[src/rtl/bp_pkg.sv]
// Shared branch-predictor types and helpers: the checkpoint record held per
// in-flight branch and the gshare PHT index hash.
package bp_pkg;

  localparam int BP_PC_W    = 32;
  localparam int BP_GHIST_W = 12;
  localparam int BP_IDX_W   = BP_GHIST_W;

  typedef struct packed {
    logic [BP_PC_W-1:0]    pc;
    logic [BP_GHIST_W-1:0] ghist;
    logic                  pred;
  } bp_ckpt_t;

  // Word-aligned pc bits folded with the history that formed the prediction.
  function automatic logic [BP_IDX_W-1:0] bp_pht_idx(input logic [BP_PC_W-1:0]    pc,
                                                     input logic [BP_GHIST_W-1:0] ghist);
    return pc[BP_IDX_W+1:2] ^ ghist;
  endfunction

endpackage

[src/rtl/bp_sat_ctr.sv]
// 32-bit event counter that sticks at all-ones instead of wrapping.
// load takes priority over inc.
module bp_sat_ctr (
  input  logic        clk,
  input  logic        rst,
  input  logic        load,
  input  logic [31:0] load_val,
  input  logic        inc,
  output logic [31:0] count
);

  always_ff @(posedge clk or negedge rst) begin
    if (!rst) begin
      count <= '0;
    end else if (load) begin
      count <= load_val;
    end else if (inc && (count != 32'hFFFF_FFFF)) begin
      count <= count + 32'd1;
    end
  end

endmodule

[src/rtl/bp_resolve_queue.sv]
// In-order checkpoint queue between gshare prediction and branch resolution.
// Define BP_RESOLVE_STATS_EN to add saturating resolve/mispredict counters.
module bp_resolve_queue
  import bp_pkg::*;
#(
  parameter int DEPTH   = 8,
  parameter int PC_W    = BP_PC_W,
  parameter int GHIST_W = BP_GHIST_W,
  parameter int IDX_W   = BP_IDX_W
) (
  input  logic                     clk,
  input  logic                     rst,
  input  logic                     flush,
  input  logic                     alloc_v,
  output logic                     alloc_rdy,
  input  logic [PC_W-1:0]          alloc_pc,
  input  logic [GHIST_W-1:0]       alloc_ghist,
  input  logic                     alloc_pred,
  input  logic                     resolve_v,
  output logic                     resolve_rdy,
  input  logic                     resolve_taken,
  output logic                     upd_v,
  output logic [IDX_W-1:0]         upd_idx,
  output logic                     upd_taken,
  output logic                     repair_v,
  output logic [GHIST_W-1:0]       repair_ghist,
  output logic [$clog2(DEPTH):0]   occupancy
`ifdef BP_RESOLVE_STATS_EN
  ,
  output logic [31:0]              stat_resolves,
  output logic [31:0]              stat_mispredicts
`endif
);

  localparam int PTR_W = $clog2(DEPTH);

  bp_ckpt_t           mem [DEPTH];
  bp_ckpt_t           head_entry;
  bp_ckpt_t           alloc_entry;
  logic [PTR_W:0]     head;
  logic [PTR_W:0]     tail;
  logic               alloc_fire;
  logic               resolve_fire;
  logic               mispredict;
  logic               resolve_ok;
  logic               alloc_ok;

  // Wrap bit in the pointers makes full/empty a plain subtraction.
  assign occupancy    = tail - head;
  assign alloc_rdy    = (occupancy != (PTR_W+1)'(DEPTH));
  assign resolve_rdy  = (occupancy != '0);
  assign alloc_fire   = alloc_v & alloc_rdy;
  assign resolve_fire = resolve_v & resolve_rdy;
  assign head_entry   = mem[head[PTR_W-1:0]];
  assign mispredict   = resolve_fire & (resolve_taken != head_entry.pred);
  assign resolve_ok   = resolve_fire & ~flush;
  // Anything fetched alongside a mispredict is on the wrong path.
  assign alloc_ok     = alloc_fire & ~flush & ~mispredict;

  assign alloc_entry.pc    = alloc_pc;
  assign alloc_entry.ghist = alloc_ghist;
  assign alloc_entry.pred  = alloc_pred;

  // Checkpoint storage: data only, never reset.
  always_ff @(posedge clk) begin
    if (alloc_ok) begin
      mem[tail[PTR_W-1:0]] <= alloc_entry;
    end
  end

  always_ff @(posedge clk or negedge rst) begin
    if (!rst) begin
      head <= '0;
      tail <= '0;
    end else if (flush || mispredict) begin
      head <= tail;
    end else begin
      if (alloc_fire)   tail <= tail + 1'b1;
      if (resolve_fire) head <= head + 1'b1;
    end
  end

  // Training and repair outputs: one cycle behind the resolve.
  always_ff @(posedge clk or negedge rst) begin
    if (!rst) begin
      upd_v        <= 1'b0;
      upd_idx      <= '0;
      upd_taken    <= 1'b0;
      repair_v     <= 1'b0;
      repair_ghist <= '0;
    end else begin
      upd_v    <= resolve_ok;
      repair_v <= mispredict & ~flush;
      if (resolve_ok) begin
        upd_idx   <= bp_pht_idx(head_entry.pc, head_entry.ghist);
        upd_taken <= resolve_taken;
      end
      if (mispredict && !flush) begin
        repair_ghist <= {head_entry.ghist[GHIST_W-2:0], resolve_taken};
      end
    end
  end

`ifdef BP_RESOLVE_STATS_EN
  bp_sat_ctr u_stat_resolves (
    .clk      (clk),
    .rst      (rst),
    .load     (1'b0),
    .load_val (32'd0),
    .inc      (resolve_ok),
    .count    (stat_resolves)
  );

  bp_sat_ctr u_stat_mispredicts (
    .clk      (clk),
    .rst      (rst),
    .load     (1'b0),
    .load_val (32'd0),
    .inc      (mispredict & ~flush),
    .count    (stat_mispredicts)
  );
`endif

endmodule

[config.mk]
export PLATFORM = sky130hd
export DESIGN_NAME = bp_resolve_queue
export DESIGN_NICKNAME = d
export VERILOG_FILES = /design/src/rtl/bp_pkg.sv /design/src/rtl/bp_sat_ctr.sv /design/src/rtl/bp_resolve_queue.sv
export SDC_FILE = /design/constraint.sdc
export NUM_CORES = 1
export LEC_CHECK = 0
export CAP_MARGIN = 20
export CORE_ASPECT_RATIO = 0.5
export CORE_MARGIN = 2
export CORE_UTILIZATION = 45
export DETAILED_ROUTE_END_ITERATION = 7
export PLACE_DENSITY_LB_ADDON = 0.25
export SYNTH_ARGS = -nofsm -noshare
export SYNTH_HDL_FRONTEND = slang
export SYNTH_SLANG_ARGS = --single-unit
export TNS_END_PERCENT = 5
[constraint.sdc]
create_clock -name clk -period 12.9 [get_ports clk]
set_clock_uncertainty 0.2 [all_clocks]
set_input_delay 2.58 -clock clk [delete_from_list [all_inputs] [get_ports clk]]
set_output_delay 2.58 -clock clk [all_outputs]
set_load 0.01 [all_outputs]
==> key figures <==
Detailed routing
  – Antenna Violating Nets Remaining: 0
  – # DRC: 0
  – Post-Route WL: 18600 um
  – Via density: 5.51
  – Drt wl/cell: 22.0 um
  – Vias: 4663
  – Initial DRT Pass Iterations: 4
  – DRT iter0 DRCs: 320

Clock network
  – Clk buf depth: 3
  – CTS Hold Buffers Added: 0
  – Reg clk slew, reported paths: 0.06 ns
  – Postcts setup bufs: 0
  – Clock Sinks: 235
  – Skew-Pair Late Insertion Delay: 0.51 ns
  – CTS tree: yes
  – Root Buffer: clkbuf_16
  – Post-cts repair resize count: 0
  – H-tree depth: 1
  – Num CTS Buffers: 22

Global route
  – Total GRT Usage: 17.3%
  – Largest net degree at the start of global routing: 56
  – First-pass GRT wire length: 28400 um
  – Overflow after GRT: 0
  – Initial antenna violation count: 0
  – Vias in the first global route: 4677

STA
  – # setup viols final: 0
  – Max Clock Freq: 0.158 GHz
  – Setup TNS Final: 0 ns
  – Unrepaired setup endpoints after global routing: false
  – Worst slew pin tran: 0.911 ns
  – Final period util: 49.2%
  – Minimum clock period after layout: 6.34 ns
  – Final Hold Viols: 0
  – Max transition margin: 39.2%
  – Max-slew violation count: 0
  – WHS: 0.278 ns

Worst hold path
  – Worst hold start: upd_idx[6]
  – Tightest Hold Check Type: register to register
  – Min-Delay Path Depth: 2
  – Hold EP: upd_idx[6]

Logic synthesis
  – Cell variety after synth: 52
  – Synth Flop Type: edfxtp_1
  – Post-synth EDFFs: 200
  – Avg Inst Size Synth: 19.2 um^2
  – Syn Nets: 542
  – Commonest cells post-synth: edfxtp_1, mux4_2, dfrtp_1
  – Cells after Synth: 485
  – Top-count cell post-synth: edfxtp_1
  – Syn. warnings: 0
  – Synth top area share: 64.5%
  – Sequential area share after synthesis: 73.9%
  – Async S/R FF share, synth: 14.9%
  – Number of synthesized register bits: 235
  – Post-Syn Area: 9310 um^2
  – Yosys top cell by area: edfxtp_1
  – Area contributors post-synth: edfxtp_1, mux4_2, dfrtp_1

Floorplanning
  – Die ar.: 21900 um^2
  – Core box area: 20400 um^2
  – Die Width: 207 um
  – I/O pins: 84
  – Die outline height: 106 um
  – # rows: 37
  – Initial core utilization: 45.6%

Power and ir drop
  – VDD IR max: 0.000108 V
  – PwrDens: 232 nW/um^2
  – Leak: 0.00377 uW

Placed design
  – IO Port Bufs: 63
  – GPL Wtd Cong: 0.747
  – DP Wirelength: 10500 um
  – DP Cell Count: 808

Worst setup path
  – Crit path DAT: 3.56 ns
  – R2R cell count: 8
  – CP Capture Type: output port
  – Critical Path Start: head[2]
  – Setup CP Type: register to output port
  – Reg-to-reg slack, setup: 8.77 ns
  – CP required: 10.12 ns
  – Crit Path Max Fanout: 25
  – R2R Path End: repair_ghist[2]
  – Reg2reg start: head[2]
  – CP startpoint kind: register

Status
  – Status: finished, final reports clean

Layout
  – Non-filler cells, final: 847
  – Ant diodes: 0
  – Area Overhead vs Synth: 18.8%
  – Share of layout cells above drive strength 1: 21.3%
  – Nets@finish: 617

Job
  – Max-Cap Viols: 0
area by class of cell:
cell class,instances,area [um^2]
fillers,1587,9350
flip-flops and latches,235,6890
multi-input cells,215,2310
repair buffers,74,708
clock buffers,27,579
well taps,273,342
clock inverters,11,193
inverters,12,45.0
state kept, by name, summed over array words and instances (netlist names):
| register | flops |
|---|---|
| mem | 200 |
| upd_v | 1 |
| upd_idx | 12 |
| repair_ghist | 12 |
| tail | 4 |
| head | 4 |
| repair_v | 1 |
| upd_taken | 1 |
power breakdown:
| part | switching (uW) | internal, uW | leakage [uW] |
|---|---|---|---|
| logic | 442 | 423 | 0.00117 |
| registers | 79.7 | 934 | 0.00223 |
| clock network | 270 | 420 | 0.000374 |
| total | 791 | 1780 | 0.00377 |
how the worst max path moves through the flow:
stage | to | cells after the start
2_1_floorplan | mem[0][0] | 4
3_3_place_gp | resolve_rdy | 6
3_5_place_dp | resolve_rdy | 6
4_1_cts | resolve_rdy | 6
5_1_grt | alloc_rdy | 7
6_report | resolve_rdy | 6
cell usage in the layout, fill, tap and decap left out, drive strengths merged, types with 13 or more instances in the layout:
| cell type | instances |
|---|---|
| mux4 | 48 |
| clkbuf | 27 |
| o21ai | 16 |
| a21oi | 17 |
| dfrtp | 35 |
| xnor2 | 13 |
| clkdlybuf4s50 | 62 |
| nand2 | 35 |
| mux2i | 21 |
| edfxtp | 200 |
logic make-up after synthesis:
| kind of cell | count (synthesis) | share of synthesized area [%] |
|---|---|---|
| adders and majority gates | 6 | 0.887 |
| and+or+nand+nor | 67 | 3.51 |
| DFF | 235 | 73.9 |
| xor gates and xnor gates | 20 | 2.08 |
| muxes | 75 | 14.7 |
| AOI/OAI and AO/OA | 47 | 3.20 |
| buffers and inverters | 35 | 1.71 |
metrics by stage:
step | setup slack (ns) | util [%] | power, uW | area (um^2)
4_1_cts | 6.49 | 54.2 | 2590 | 11100
2_1_floorplan | 6.67 | - | 1590 | 9310
3_5_place_dp | 7.03 | 50.4 | 1900 | 10300
6_report | 6.56 | 54.2 | 2570 | 11100
3_3_place_gp | 7.03 | 50.4 | 1890 | 10300
5_1_grt | 6.40 | 54.2 | 2700 | 11100
critical path, stage by stage (launching register included):
cell	delay (ns)
dfrtp_1	0.56
inv_2	0.69
ha_1	0.39
xor2_1	0.16
or3_4	0.35
or3_2	0.42
clkdlybuf4s50_1	0.49
per-layer routing:
layer	track usage (%)	wire, um	share of wire (%)
met5	0	0	0
met1	25.1	8680	47
met4	3.11	222	1.2
met3	2.95	964	5.2
met2	28.2	8740	47
Power figures use the tool's default switching activity.
